[src/rtl/mult_axi_sequencer.sv]
// mult_axi_sequencer: AXI-lite master running one multiply (write A, write B, settle, read product[, read overflow]).
// Optional overflow read enabled by defining MULT_SEQ_OVF_READ_EN.
module mult_axi_sequencer #(
    parameter int DATA_WIDTH    = 32,
    parameter int ADDR_WIDTH    = 8,
    parameter int RESP_WIDTH    = 3,
    parameter int SETTLE_CYCLES = 2,
    parameter int TIMEOUT       = 64
) (
    input  logic                    m1_axi_aclk,
    input  logic                    m1_axi_aresetn,
    input  logic                    req_valid,
    output logic                    req_ready,
    input  logic [DATA_WIDTH-1:0]   req_a,
    input  logic [DATA_WIDTH-1:0]   req_b,
    output logic                    rsp_valid,
    input  logic                    rsp_ready,
    output logic [DATA_WIDTH-1:0]   rsp_product,
    output logic                    rsp_overflow,
    output logic                    rsp_error,
    output logic [ADDR_WIDTH-1:0]   m1_axi_awaddr,
    output logic                    m1_axi_awvalid,
    input  logic                    m1_axi_awready,
    output logic [DATA_WIDTH-1:0]   m1_axi_wdata,
    output logic [DATA_WIDTH/8:0]   m1_axi_wstrb,
    output logic                    m1_axi_wvalid,
    input  logic                    m1_axi_wready,
    input  logic [RESP_WIDTH-1:0]   m1_axi_bresp,
    input  logic                    m1_axi_bvalid,
    output logic                    m1_axi_bready,
    output logic [ADDR_WIDTH-1:0]   m1_axi_araddr,
    output logic                    m1_axi_arvalid,
    input  logic                    m1_axi_arready,
    input  logic [DATA_WIDTH-1:0]   m1_axi_rdata,
    input  logic [RESP_WIDTH-1:0]   m1_axi_rresp,
    input  logic                    m1_axi_rvalid,
    output logic                    m1_axi_rready
);
`ifdef MULT_SEQ_OVF_READ_EN
    localparam bit OVF_EN = 1'b1;
`else
    localparam bit OVF_EN = 1'b0;
`endif
    localparam int CMAX = TIMEOUT > SETTLE_CYCLES ? TIMEOUT : SETTLE_CYCLES;
    localparam int CW = $clog2(CMAX + 1);
    localparam logic [CW-1:0] TO_LAST = CW'(TIMEOUT - 1);
    localparam logic [CW-1:0] ST_LAST = CW'(SETTLE_CYCLES - 1);

    typedef enum logic [3:0] {IDLE, WR_A, GAP_A, WR_B, GAP_B, SETTLE, RD_LO, RD_OV, RESP} state_t;

    state_t                 state_q, state_d;
    logic [CW-1:0]          cnt_q, cnt_d;
    logic [DATA_WIDTH-1:0]  a_q, a_d, b_q, b_d, prod_q, prod_d, wdata_q, wdata_d;
    logic                   ovf_q, ovf_d, err_q, err_d;
    logic                   req_ready_q, req_ready_d, rsp_valid_q, rsp_valid_d;
    logic                   awv_q, awv_d, bready_q, bready_d, arv_q, arv_d;
    logic [ADDR_WIDTH-1:0]  awaddr_q, awaddr_d, araddr_q, araddr_d;
    logic                   unused_ready;

    // Handshake readies are not needed: bvalid/rvalid alone mark completion.
    assign unused_ready = &{1'b0, m1_axi_awready, m1_axi_wready, m1_axi_arready};

    always_comb begin
        state_d = state_q;
        cnt_d   = cnt_q + 1'b1;
        a_d     = a_q;
        b_d     = b_q;
        prod_d  = prod_q;
        ovf_d   = ovf_q;
        err_d   = err_q;
        case (state_q)
            IDLE: if (req_valid) begin
                a_d     = req_a;
                b_d     = req_b;
                err_d   = 1'b0;
                state_d = WR_A;
            end
            WR_A, WR_B: if (m1_axi_bvalid) begin
                err_d   = err_q | (|m1_axi_bresp);
                state_d = state_q == WR_A ? GAP_A : GAP_B;
            end
            GAP_A, GAP_B: if (!m1_axi_bvalid) state_d = state_q == GAP_A ? WR_B : SETTLE;
            SETTLE: if (cnt_q == ST_LAST) state_d = RD_LO;
            RD_LO: if (m1_axi_rvalid && cnt_q != '0) begin
                err_d   = err_q | (|m1_axi_rresp);
                prod_d  = m1_axi_rdata;
                state_d = OVF_EN ? RD_OV : RESP;
            end
            RD_OV: if (m1_axi_rvalid && cnt_q != '0) begin
                err_d   = err_q | (|m1_axi_rresp);
                ovf_d   = m1_axi_rdata[0];
                state_d = RESP;
            end
            RESP: if (rsp_ready) state_d = IDLE;
            default: state_d = IDLE;
        endcase
        if (state_q inside {WR_A, GAP_A, WR_B, GAP_B, RD_LO, RD_OV} && state_d == state_q && cnt_q == TO_LAST) begin
            state_d = RESP;
            err_d   = 1'b1;
            prod_d  = '0;
            ovf_d   = 1'b0;
        end
        if (state_d != state_q) cnt_d = '0;
        // Bus outputs are a function of the next state so they change with the state register.
        req_ready_d = state_d == IDLE;
        rsp_valid_d = state_d == RESP;
        awv_d       = state_d inside {WR_A, WR_B};
        bready_d    = state_d inside {WR_A, GAP_A, WR_B, GAP_B};
        arv_d       = state_d inside {RD_LO, RD_OV};
        awaddr_d    = state_d == WR_B ? ADDR_WIDTH'(4) : '0;
        wdata_d     = state_d == WR_A ? a_d : state_d == WR_B ? b_d : '0;
        araddr_d    = state_d == RD_LO ? ADDR_WIDTH'(8) : state_d == RD_OV ? ADDR_WIDTH'(12) : '0;
    end

    always_ff @(posedge m1_axi_aclk or negedge m1_axi_aresetn) begin
        if (!m1_axi_aresetn) begin
            state_q     <= IDLE;
            cnt_q       <= '0;
            a_q         <= '0;
            b_q         <= '0;
            prod_q      <= '0;
            ovf_q       <= 1'b0;
            err_q       <= 1'b0;
            req_ready_q <= 1'b1;
            rsp_valid_q <= 1'b0;
            awv_q       <= 1'b0;
            bready_q    <= 1'b0;
            arv_q       <= 1'b0;
            awaddr_q    <= '0;
            araddr_q    <= '0;
            wdata_q     <= '0;
        end else begin
            state_q     <= state_d;
            cnt_q       <= cnt_d;
            a_q         <= a_d;
            b_q         <= b_d;
            prod_q      <= prod_d;
            ovf_q       <= ovf_d;
            err_q       <= err_d;
            req_ready_q <= req_ready_d;
            rsp_valid_q <= rsp_valid_d;
            awv_q       <= awv_d;
            bready_q    <= bready_d;
            arv_q       <= arv_d;
            awaddr_q    <= awaddr_d;
            araddr_q    <= araddr_d;
            wdata_q     <= wdata_d;
        end
    end

    assign req_ready      = req_ready_q;
    assign rsp_valid      = rsp_valid_q;
    assign rsp_product    = prod_q;
    assign rsp_overflow   = ovf_q & OVF_EN;
    assign rsp_error      = err_q;
    assign m1_axi_awaddr  = awaddr_q;
    assign m1_axi_awvalid = awv_q;
    assign m1_axi_wvalid  = awv_q;
    assign m1_axi_wdata   = wdata_q;
    assign m1_axi_wstrb   = '1;
    assign m1_axi_bready  = bready_q;
    assign m1_axi_araddr  = araddr_q;
    assign m1_axi_arvalid = arv_q;
    assign m1_axi_rready  = arv_q;
endmodule

[config.mk]
export PLATFORM = sky130hd
export DESIGN_NAME = mult_axi_sequencer
export DESIGN_NICKNAME = d
export VERILOG_FILES = /design/src/rtl/mult_axi_sequencer.sv
export SDC_FILE = /design/constraint.sdc
export NUM_CORES = 1
export LEC_CHECK = 0
export CAP_MARGIN = 20
export CORE_UTILIZATION = 40
export DETAILED_ROUTE_END_ITERATION = 6
export PLACE_DENSITY = 0.82
export SYNTH_ARGS = -nofsm -noshare
export SYNTH_HDL_FRONTEND = slang
export SYNTH_SLANG_ARGS = --single-unit
[constraint.sdc]
create_clock -name m1_axi_aclk -period 4.3 [get_ports m1_axi_aclk]
set_input_delay 0.86 -clock m1_axi_aclk [delete_from_list [all_inputs] [get_ports m1_axi_aclk]]
set_output_delay 0.86 -clock m1_axi_aclk [all_outputs]
set_load 0.01 [all_outputs]
* Word level (Yosys, flattened, before mapping)
Cells that the tools add are included.
** Cells by class
- Muxes and demuxes :: 28
- Reduce and logical (&&, ||, !) cells :: 20
- Bitwise logic cells :: 2
- $mul :: 0
- $lt $le $gt $ge :: 0
- $add $sub $neg :: 1
- Eq/ne operators :: 22
- Shift operators :: 0
- Divide/modulo/power cells :: 0
** Operator list (count)
- $mux 32 :: 9
- $mux 4 :: 9
- $eq 4x3->1 const B :: 7
- $pmux 4 s6 :: 1
- $eq 4x2->1 const B :: 4
- $mux 3 :: 3
- $eq 4x1->1 const B :: 2
- $eq 4x4->1 const B :: 2
- $logic_not 4->1 :: 2
- $reduce_bool 2->1 :: 4
- $reduce_bool 4->1 :: 2
- $add 7x1->7 const B :: 1
- $eq 7x1->1 const B :: 1
- $eq 7x6->1 const B :: 1
- $mux 7 :: 1
- $reduce_bool 7->1 :: 1
- $ne 3x3->1 const B :: 2
- $reduce_bool 6->1 :: 1
- $reduce_or 2->1 :: 3
- $reduce_or 3->1 :: 2
- $eq 4x4->1 :: 1
- $mux 1 :: 4
- $ne 4x4->1 :: 1
- $reduce_and 4->1 :: 1
- other kinds (5) :: 8
** Storage, ports and cells
- Memory bits (read-only) :: 0
- Memories :: 0
- RAM bits :: 0
- Input port bits :: 111
- Register bits after elaboration :: 152
- Latch bits :: 0
- Word-level logic and storage cells :: 87

* Depth between registers and ports, before layout
Gate-level depths: netlist of run 1.
- Word-level depth :: 11
- Gate-level depth with buffers :: 9
- Depth with buffers taken out :: 7

* Worst setup path after synthesis of run 1
Ideal clock, no wire load.
- Kind :: reg2reg
- From :: register cnt_q[0]
- To :: register wdata_q[10] (netlist: m1_axi_wdata[10])
- Cell stages (with the launch flop) :: 10
- Path slack :: 1.913 ns
- Required time :: 4.214 ns
- Data arrival time :: 2.300 ns
- Buffers on the path :: 2
- Library setup time :: 0.086 ns
- Cells stage by stage :: dfrtp_1 > inv_1 > ha_1 > or3b_2 > o21a_1 > or3_1 > a32o_1 > buf_2 > buf_2 > nor3_1
** Between the ends
- Cells in the longest elaborated chain, start to end :: 11
- Elaborated cells between the ends (all ways) :: 15
- Those cells by class :: eq/ne (5); mux (6); reduce/logical (4)
** RTL lines
- from (decl) :: line 52 : logic [CW-1:0] cnt_q, cnt_d;
- from (signal assigned) :: line 134 : cnt_q <= cnt_d;
- $reduce_bool 7->1 :: line 84, 89
- $logic_and 1x1->1 :: line 84, 89
- $mux 4 :: line 84, 89
- $pmux 4 s6 :: line 71 : case (state_q)
- $eq 4x4->1 :: line 97 : if (state_q inside {WR_A, GAP_A, WR_B, GAP_B, RD_LO, RD_OV} && state_d == state_q && cnt_q == TO_LAST) begin
- $logic_and 1x1->1 (2 in a row) :: line 97
- $mux 4 * :: line 97
- $eq 4x2->1 :: line 111 : wdata_d = state_d == WR_A ? a_d : state_d == WR_B ? b_d : '0;
- $mux 32 :: line 111
- $mux 32 * :: line 111
- via wdata_d[10] :: line 53 : logic [DATA_WIDTH-1:0] a_q, a_d, b_q, b_d, prod_q, prod_d, wdata_q, wdata_d;
- to (signal assigned) :: line 147 : wdata_q <= wdata_d;
- to (decl) :: line 53
The timed path passes the listed nets; every way through them passes the cells marked *.
A chain may end at the register's enable or synchronous reset.

* Worst setup path in the final report of run 1
- From :: register cnt_q[2]
- To :: register wdata_q[17] (netlist: m1_axi_wdata[17])
The elaborated chain is that of the path after synthesis.

==> results of run 1 <==
-- registers in the layout (all words and copies together), names as in the netlist --
signal	count
b_q	32
cnt_q	7
m1_axi_arvalid	1
rsp_product	32
rsp_valid	1
a_q	32
state_q	4
m1_axi_wdata	32
m1_axi_awaddr	1
m1_axi_araddr	1
rsp_error	1
req_ready	1
m1_axi_awvalid	1
m1_axi_bready	1
-- worst max-delay path: cells and delay by family (launching register included) --
kind	cells	cell delay [ps]
compound gates	1	710
buf+inv	1	470
flops	1	430
mux	1	250
simple gates	3	1050
-- cell families after synthesis --
family	after synthesis
compound gates	63
xor+xnor	5
fa+ha+maj	3
buf+inv	61
flops	147
mux	128
other cells	2
simple gates	82
-- stage by stage --
step	std cells	total power [W]	hold WS (ps)
2_1_floorplan	508	0.003996	470.3
3_3_place_gp	854	0.004868	477.4
3_5_place_dp	854	0.005004	483.3
4_1_cts	885	0.006540	496.7
5_1_grt	885	0.006903	502.2
6_report	885	0.006462	493.8
-- placed cells by master (no fill, tap or decap), drive strengths merged, types with 5 or more instances in the layout --
cell type / count
clkbuf: 19
mux2i: 64
nor3: 35
inv: 6
nor4b: 6
clkdlybuf4s50: 181
o21ai: 6
nand3b: 5
nor2: 8
a21oi: 35
dfrtp: 146
buf: 11
mux2: 64
conb: 19
clkinv: 5
or3: 5
-- layout make-up --
type                    count  area (µm²)
clock buffers              19       452.9
repair buffers            192        1911
clock inverters            12       155.1
flip-flops and latches    147        3680
inverters                   4       15.01
well taps                 211       264.0
fillers                  1234        6477
multi-input cells         300        2416
-- worst min path at each step --
stage,depth (start not counted),from,endpoint
after global routing,1,b_q[8],b_q[8]
after CTS,1,b_q[23],b_q[23]
after detailed placement,1,b_q[23],b_q[23]
final,1,a_q[29],a_q[29]
after floorplan,1,a_q[22],a_q[22]
after global placement,1,b_q[12],b_q[12]
-- cells in the mapped netlist, types with 4 or more instances --
cell type	n	area (µm²)
buf_2	14	70.07
mux2i_1	64	640.6
or3_1	4	25.02
mux2_2	64	720.7
dfrtp_1	146	3654
a31oi_1	4	25.02
nor2_1	8	30.03
buf_6	4	45.04
a21oi_1	35	175.2
o21ai_0	5	25.02
inv_1	4	15.01
buf_4	24	180.2
a21boi_0	4	30.03
nand3b_1	5	37.54
clkbuf_1	13	48.80
nor3_1	35	175.2
nor4b_1	6	52.55
-- power by group through the flow --
stage               combinational (W)  sequential [W]  clock (W)
finish                        0.00274         0.00222    0.00151
global route                  0.00301         0.00228    0.00161
CTS                           0.00278         0.00222    0.00154
detailed placement            0.00276         0.00224          0
global placement              0.00266         0.00221          0
floorplan                     0.00174         0.00225          0
-- per-layer routing --
metal	global-route usage [%]	part of all wire (%)	wire, µm
met5	0	0.076	11
met2	31.67	48	6982
met4	6.574	1.5	212
met3	6.636	8.5	1225
met1	22.02	41	5973
==> flow_metrics.env, run 1 <==
export IMPL_r2r_cells=6
export IMPL_yosysWarnings=0
export IMPL_post_cts_setup_buffers=0
export IMPL_drv_slew=0
export IMPL_coreArea_um2=15370
export IMPL_diodes=0
export IMPL_cp_endpoint="m1_axi_wdata[17]"
export IMPL_synthXorXnorAreaFrac_pct=0.6875
export IMPL_endpoint_kind="flip-flop"
export IMPL_cellLeakagePower_nw=3.698
export IMPL_finalCritPeriodShare_pct=70.52
export IMPL_max_cap_viol_count=0
export IMPL_place_area_um2=8285
export IMPL_syn_area_um2=6370
export IMPL_ys_ff_latch=147
export IMPL_critPathRequiredTime_ps=4590
export IMPL_synth_compound_area_share_pct=6.148
export IMPL_grtUsageTotal_pct=18.74
export IMPL_wl_per_cell_um=16.28
export IMPL_firstDrtPassIters=4
export IMPL_skew_ps=10.26
export IMPL_synth_async_reset_ratio_pct=100.0
export IMPL_die_area_um2=16430
export IMPL_start_util_pct=41.44
export IMPL_period_minus_slack_ps=3032
export IMPL_rows=45
export IMPL_synth_top_flop_cell="dfrtp_1"
export IMPL_critPathKind="flip-flop to flip-flop"
export IMPL_slowest_delay_ps=710
export IMPL_irDropWorstVdd_uv=319.3
export IMPL_grt_max_degree=94
export IMPL_path_clk_slew_ps=60
export IMPL_hold_class="flip-flop to flip-flop"
export IMPL_clkLatencyLatePin_ps=420
export IMPL_antenna_found_initial=1
export IMPL_nets=776
export IMPL_hold_viol=0
export IMPL_rsz0062_at_grt="no"
export IMPL_final_util_pct=57.86
export IMPL_wirelength_um=14410
export IMPL_clock_root_buffer="clkbuf_16"
export IMPL_ios=205
export IMPL_cts_num_sinks=147
export IMPL_drt_iter0_drc=148
export IMPL_pwr_share_clk_pct=23.3
export IMPL_cp_start_kind="flip-flop"
export IMPL_areaGrowthSynthToFinish_pct=39.62
export IMPL_die_w_um=128.2
export IMPL_cp_max_fo=19
export IMPL_fin_tns_setup_ps=0
export IMPL_ctsResizeCount=0
export IMPL_grt_first_pass_wirelength_um=23720
export IMPL_setup_viol=0
export IMPL_syn_inst=491
export IMPL_worst_slew_pin_slew_ps=898.3
export IMPL_fin_area_um2=8894
export IMPL_port_buffers=182
export IMPL_ant_nets=0
export IMPL_cts_buffers=17
export IMPL_regToRegSetupSlack_ps=1270
export IMPL_seqPwrFrac_pct=34.3
export IMPL_fp_dieH_um=128.2
export IMPL_layout_setup_ws_ps=1268
export IMPL_crit_arrival_ps=3320
export IMPL_place_ws_ps=845.6
export IMPL_power_internal_w=0.004294
export IMPL_cts_htree_levels=4
export IMPL_synth_mux_area_share_pct=21.37
export IMPL_p_switching_w=0.002168
export IMPL_synth_cell_types=48
export IMPL_overflow=0
export IMPL_drive_above_1_share_pct=17.36
export IMPL_crit_path_cell_trace="or3_4 -> or4b_4 -> o221ai_4 -> buf_4 -> mux2i_1 -> nor3_1"
export IMPL_crit_slowest_cell="o221ai_4"
export IMPL_timing_rr_end="m1_axi_wdata[17]"
export IMPL_synth_edf_count=0
export IMPL_cts_tree="built"
export IMPL_slew_headroom_pct=40.11
export IMPL_synthAdderAreaFrac_pct=0.5893
export IMPL_hpwl_um=10100
export IMPL_avgViaCountPerCell=5.006
export IMPL_switching_share_pct=33.55
export IMPL_r2r_start="cnt_q[2]"
export IMPL_yosysSeqAreaShare_pct=57.77
export IMPL_combinationalPowerShare_pct=42.4
export IMPL_p_per_area_nw_per_um2=726.6
export IMPL_cts_path_max_buffers=2
export IMPL_synth_simple_area_share_pct=7.562
export IMPL_synth_avg_cell_area_um2=12.97
export IMPL_outcome="finished clean"
export IMPL_fmax_mhz=329.8
export IMPL_drc=0
export IMPL_hold_buffers=0
export IMPL_crit_start="cnt_q[2]"
export IMPL_synth_top_family_by_area="multiplexers"
export IMPL_dr_total_vias=4430
export IMPL_grt_pass1_vias=4681
export IMPL_place_gp_congestion=0.8307
(Power assumes the default switching activity.)
==> run 2: changes to the inputs <==
PLACE_DENSITY = 0.85   (was 0.82)
clock period = 2.49 ns   (was 4.3 ns; I/O delays follow)
==> run 2 against run 1 <==
- power is 77% higher
- non-clock buffer count is 18 higher
- first-iteration DRC count is 16% lower
- count of clock-buffer cells in the layout is 4 higher
- largest power group unchanged
- worst setup slack worse by 1200 ps
- combinational power is 93% higher
- routed wire length is 5.3% higher
- highest routed layer is now met4
- worst hold slack worse by 420 ps
- register-to-register slack worse by 1200 ps
- via count is 3.2% higher
==> flow_metrics.env, run 2 (same netlist as run 1, synthesis figures left out) <==
export IMPL_drive_above_1_share_pct=20.49
export IMPL_cts_tree="built"
export IMPL_total_power_w=0.01145
export IMPL_place_gp_congestion=0.9310
export IMPL_outcome="finished clean"
export IMPL_die_w_um=128.2
export IMPL_die_area_um2=16430
export IMPL_antenna_found_initial=0
export IMPL_p_per_area_nw_per_um2=1253
export IMPL_hold_buffers=0
export IMPL_rows=45
export IMPL_ant_nets=0
export IMPL_seqCellArea_um2=3680
export IMPL_post_cts_setup_buffers=0
export IMPL_grt_first_pass_wirelength_um=24440
export IMPL_fin_tns_setup_ps=0
export IMPL_grt_max_degree=67
export IMPL_layout_setup_ws_ps=71.12
export IMPL_cellLeakagePower_nw=3.829
export IMPL_period_minus_slack_ps=2419
export IMPL_slew_headroom_pct=58.57
export IMPL_cts_htree_levels=4
export IMPL_skew_ps=8.136
export IMPL_endpoint_kind="flip-flop"
export IMPL_ios=205
export IMPL_layout_common_cells="clkdlybuf4s50_1, dfrtp_1, mux2_2, mux2i_1, a21oi_1"
export IMPL_drt_iter0_drc=125
export IMPL_rsz0062_at_grt="yes"
export IMPL_cp_start_kind="flip-flop"
export IMPL_crit_path_cell_trace="inv_1 -> ha_1 -> or3b_2 -> o21a_1 -> or3_1 -> a32o_2 -> buf_12 -> nor3_1"
export IMPL_clock_root_buffer="clkbuf_16"
export IMPL_worst_slew_pin_slew_ps=621.5
export IMPL_drv_slew=0
export IMPL_stdcell_count=904
export IMPL_irDropWorstVdd_uv=601.3
export IMPL_path_clk_slew_ps=60
export IMPL_max_cap_viol_count=0
export IMPL_cts_buffers=17
export IMPL_avgViaCountPerCell=5.059
export IMPL_cts_num_sinks=147
export IMPL_wl_per_cell_um=16.78
export IMPL_fmax_mhz=413.4
export IMPL_coreArea_um2=15370
export IMPL_drc=0
export IMPL_cp_max_fo=31
export IMPL_multi_input_area_um2=2471
export IMPL_wirelength_um=15170
export IMPL_layout_commonest_cell="clkdlybuf4s50_1"
export IMPL_clkLatencyLatePin_ps=410
export IMPL_hpwl_um=10500
export IMPL_crit_slowest_cell="or3b_2"
export IMPL_dp_cells=871
export IMPL_nets=794
export IMPL_grt_pass1_vias=4846
export IMPL_cts_path_max_buffers=2
export IMPL_path_buf_inv=2
export IMPL_diodes=0
export IMPL_finalCritPeriodShare_pct=97.14
export IMPL_hold_class="input port to asynchronous set/reset pin"
export IMPL_n_fill_cell=1224
export IMPL_setup_viol=0
export IMPL_firstDrtPassIters=4
export IMPL_hold_slack_ps=77.73
export IMPL_grtUsageTotal_pct=19.20
export IMPL_crit_family="simple AND/OR/NAND/NOR gates"
export IMPL_port_buffers=182
export IMPL_fp_dieH_um=128.2
export IMPL_start_util_pct=41.44
export IMPL_critPathKind="flip-flop to flip-flop"
export IMPL_slowest_delay_ps=470
export IMPL_areaGrowthSynthToFinish_pct=43.47
export IMPL_critPathRequiredTime_ps=2810
export IMPL_hold_viol=0
export IMPL_crit_arrival_ps=2740
export IMPL_overflow=0
export IMPL_place_ws_ps=-84.00
export IMPL_dr_total_vias=4573
-- run 2: cell types whose count changed in the layout (fill, tap and decap cells not counted), sizes merged --
| cell | previous run | this run |
|---|---|---|
| clkinvlp | 2 | 1 |
| bufinv | 3 | 1 |
| clkinv | 5 | 7 |
| inv | 6 | 4 |
| buf | 11 | 28 |
| clkbuf | 19 | 24 |
-- run 2: area by class of cell --
class                   instances  area share [%]
well taps                     211           2.889
repair buffers                210           23.54
flip-flops and latches        147           40.27
clock buffers                  23           5.230
clock inverters                 9          0.8762
inverters                       4          0.1643
multi-input cells             300           27.04
-- run 2: what timing repair did --
action                     4_1_cts  5_1_grt
setup endpoints to repair        2       33
resized for setup                1       10
pin swaps                        0        1
cloned                           0        1
-- run 2: worst register-to-register path, cell delays in order, from the launching register on --
cell     delay, ps
dfrtp_1        370
inv_1           70
ha_1           140
or3b_2         470
o21a_1         200
or3_1          360
a32o_2         280
buf_12         170
nor3_1         250
-- run 2: final timing paths --
| kind | endpoint | slack [ps] | start | cells past startpoint |
|---|---|---|---|---|
| max reg2reg | m1_axi_wdata[14] | 70 | cnt_q[1] | 8 |
| min in group m1_axi_aclk | b_q[23] | 490 | b_q[23] | 1 |
| min | a_q[30] | 80 | m1_axi_aresetn | 1 |
| max in group asynchronous | req_ready | 1660 | m1_axi_aresetn | 2 |
| min reg2reg | b_q[23] | 490 | b_q[23] | 1 |
| max | m1_axi_wdata[14] | 70 | cnt_q[1] | 8 |
-- run 2: layer usage --
layer	vias up	global-route usage [%]	routed length, µm
met5	-	0	0
met2	212	32.05	7350
met3	26	7.429	1582
met4	0	6.228	240
li1	2095	-	-
met1	2240	22.69	5991
-- run 2: power by group --
part | internal (W) | leakage, nW | switching (W) | total, W
logic | 0.00274 | 1.71 | 0.00254 | 0.00528
clock network | 0.00145 | 0.277 | 0.000930 | 0.00238
registers | 0.00339 | 1.84 | 0.000405 | 0.00379
total | 0.00757 | 3.83 | 0.00388 | 0.0114
-- run 2: per-stage QoR --
stage | area [µm²] | util [%]
6_report | 9139 | 59.45
5_1_grt | 9139 | 59.45
4_1_cts | 9072 | 59.02
3_3_place_gp | 8508 | 55.35
2_1_floorplan | 6434 | -
3_5_place_dp | 8508 | 55.35
==> run 3: changes to the inputs <==
CTS_BUF_LIST = sky130_fd_sc_hd__clkbuf_2 sky130_fd_sc_hd__clkbuf_4 sky130_fd_sc_hd__clkbuf_8   (was not set)
==> run 3 against run 2 <==
- clock power down 26%
- count of clock-buffer cells in the layout stayed put
- critical endpoint unchanged
- via count about the same
- largest power group unchanged
- first-iteration DRC count increased by 3.2%
==> flow_metrics.env, run 3 (same netlist as run 1, synthesis figures left out) <==
export IMPL_r2r_cells=8
export IMPL_finalCritPeriodShare_pct=96.12
export IMPL_max_cap_viol_count=0
export IMPL_dr_total_vias=4575
export IMPL_worst_slew_pin_slew_ps=620.9
export IMPL_ios=205
export IMPL_drt_iter0_drc=129
export IMPL_wirelength_um=15720
export IMPL_cts_tree="built"
export IMPL_grt_pass1_vias=4852
export IMPL_grt_max_degree=67
export IMPL_fin_area_um2=9010
export IMPL_cp_max_fo=16
export IMPL_hold_class="input port to asynchronous set/reset pin"
export IMPL_multi_input_area_um2=2461
export IMPL_grt_first_pass_wirelength_um=24380
export IMPL_period_minus_slack_ps=2394
export IMPL_rows=45
export IMPL_hpwl_um=10500
export IMPL_cts_num_sinks=147
export IMPL_skew_ps=13.74
export IMPL_clkLatencyLatePin_ps=440
export IMPL_cts_path_max_buffers=2
export IMPL_setup_viol=0
export IMPL_areaGrowthSynthToFinish_pct=41.45
export IMPL_drv_slew=0
export IMPL_final_util_pct=58.62
export IMPL_wl_per_cell_um=17.33
export IMPL_layout_common_cells="clkdlybuf4s50_1, dfrtp_1, mux2_2, mux2i_1, a21oi_1"
export IMPL_outcome="finished clean"
export IMPL_path_clk_slew_ps=80
export IMPL_die_w_um=128.2
export IMPL_nets=797
export IMPL_drt_met1_wl_um=6170
export IMPL_irDropWorstVdd_uv=557.4
export IMPL_critPathRequiredTime_ps=2830
export IMPL_port_buffers=182
export IMPL_coreArea_um2=15370
export IMPL_dr_wl_met2_um=7711
export IMPL_r2r_start="cnt_q[1]"
export IMPL_slew_headroom_pct=58.61
export IMPL_regToRegSetupSlack_ps=100
export IMPL_diodes=0
export IMPL_antenna_found_initial=0
export IMPL_layout_commonest_cell="clkdlybuf4s50_1"
export IMPL_place_gp_congestion=0.9310
export IMPL_fp_dieH_um=128.2
export IMPL_seqCellArea_um2=3680
export IMPL_cp_start_kind="flip-flop"
export IMPL_endpoint_kind="flip-flop"
export IMPL_firstDrtPassIters=4
export IMPL_cts_buffers=17
export IMPL_timing_rr_end="m1_axi_wdata[14]"
export IMPL_hold_viol=0
export IMPL_rsz0062_at_grt="no"
export IMPL_grtUsageTotal_pct=19.21
export IMPL_critPathKind="flip-flop to flip-flop"
export IMPL_total_power_w=0.01106
export IMPL_overflow=0
export IMPL_place_area_um2=8508
export IMPL_ant_nets=0
export IMPL_avgViaCountPerCell=5.044
export IMPL_p_per_area_nw_per_um2=1228
export IMPL_drive_above_1_share_pct=20.98
export IMPL_wl_met3_um=1570
export IMPL_hold_buffers=0
export IMPL_die_area_um2=16430
export IMPL_n_fill_cell=1226
export IMPL_cellLeakagePower_nw=3.781
export IMPL_start_util_pct=41.44
export IMPL_drc=0
export IMPL_crit_arrival_ps=2740
export IMPL_dr_max_layer_used="met4"
export IMPL_cts_htree_levels=4
export IMPL_fmax_mhz=417.8
export IMPL_clock_root_buffer="clkbuf_8"
run 3: cell type report:
type / count / area share [%]
timing repair buffer: 213 / 24.55
clock inverter: 9 / 0.8888
tap: 211 / 2.930
multi-input combinational: 300 / 27.32
inverter: 4 / 0.1666
sequential: 147 / 40.84
clock buffer: 23 / 3.305
run 3: power breakdown:
group,internal [W],switching (W),total [W],leakage (nW)
logic,0.00288,0.00264,0.00552,1.74
clock network,0.000897,0.000864,0.00176,0.200
registers,0.00338,0.000400,0.00378,1.84
run 3: timing repair:
| action | 4_1_cts | 5_1_grt |
|---|---|---|
| buffers inserted | 0 | 0 |
| pin swaps | 0 | 1 |
| gates resized for setup | 1 | 10 |
| endpoints found under the setup margin | 2 | 38 |
| gates cloned | 0 | 4 |
run 3: critical path, cell delays in order, from the launching register on:
cell and delay, ps:
dfrtp_1 380, inv_1 80, ha_1 140, or3b_4 380, o21a_1 190, or3_1 380, a32o_2 360, buf_12 180
nor3_1 200
run 3: worst max path at each step:
stage / start / to / slack, ps / depth (start not counted)
final: cnt_q[1] / m1_axi_wdata[14] / 100 / 8
after global routing: cnt_q[2] / m1_axi_araddr[2] / 20 / 6
after CTS: cnt_q[2] / m1_axi_araddr[2] / 40 / 6
after detailed placement: m1_axi_bvalid / cnt_q[2] / -80 / 6
after global placement: m1_axi_bvalid / cnt_q[4] / 70 / 6
after floorplan: cnt_q[0] / m1_axi_wdata[10] / 100 / 9
run 3: stage by stage:
step	cells	setup WS, ps	setup TNS [ps]	hold WS (ps)
after global placement	871	69.09	0	477.6
after floorplan	508	103.5	0	202.4
final	907	96.49	0	52.55
after global routing	907	16.77	0	70.21
after detailed placement	871	-84.00	-131.0	481.1
after CTS	903	42.42	0	41.66
run 3: metal layers:
metal	vias up	track usage, %
met2	215	31.83
met1	2237	22.37
met4	0	7.128
met3	28	7.679
met5	-	0
li1	2095	-
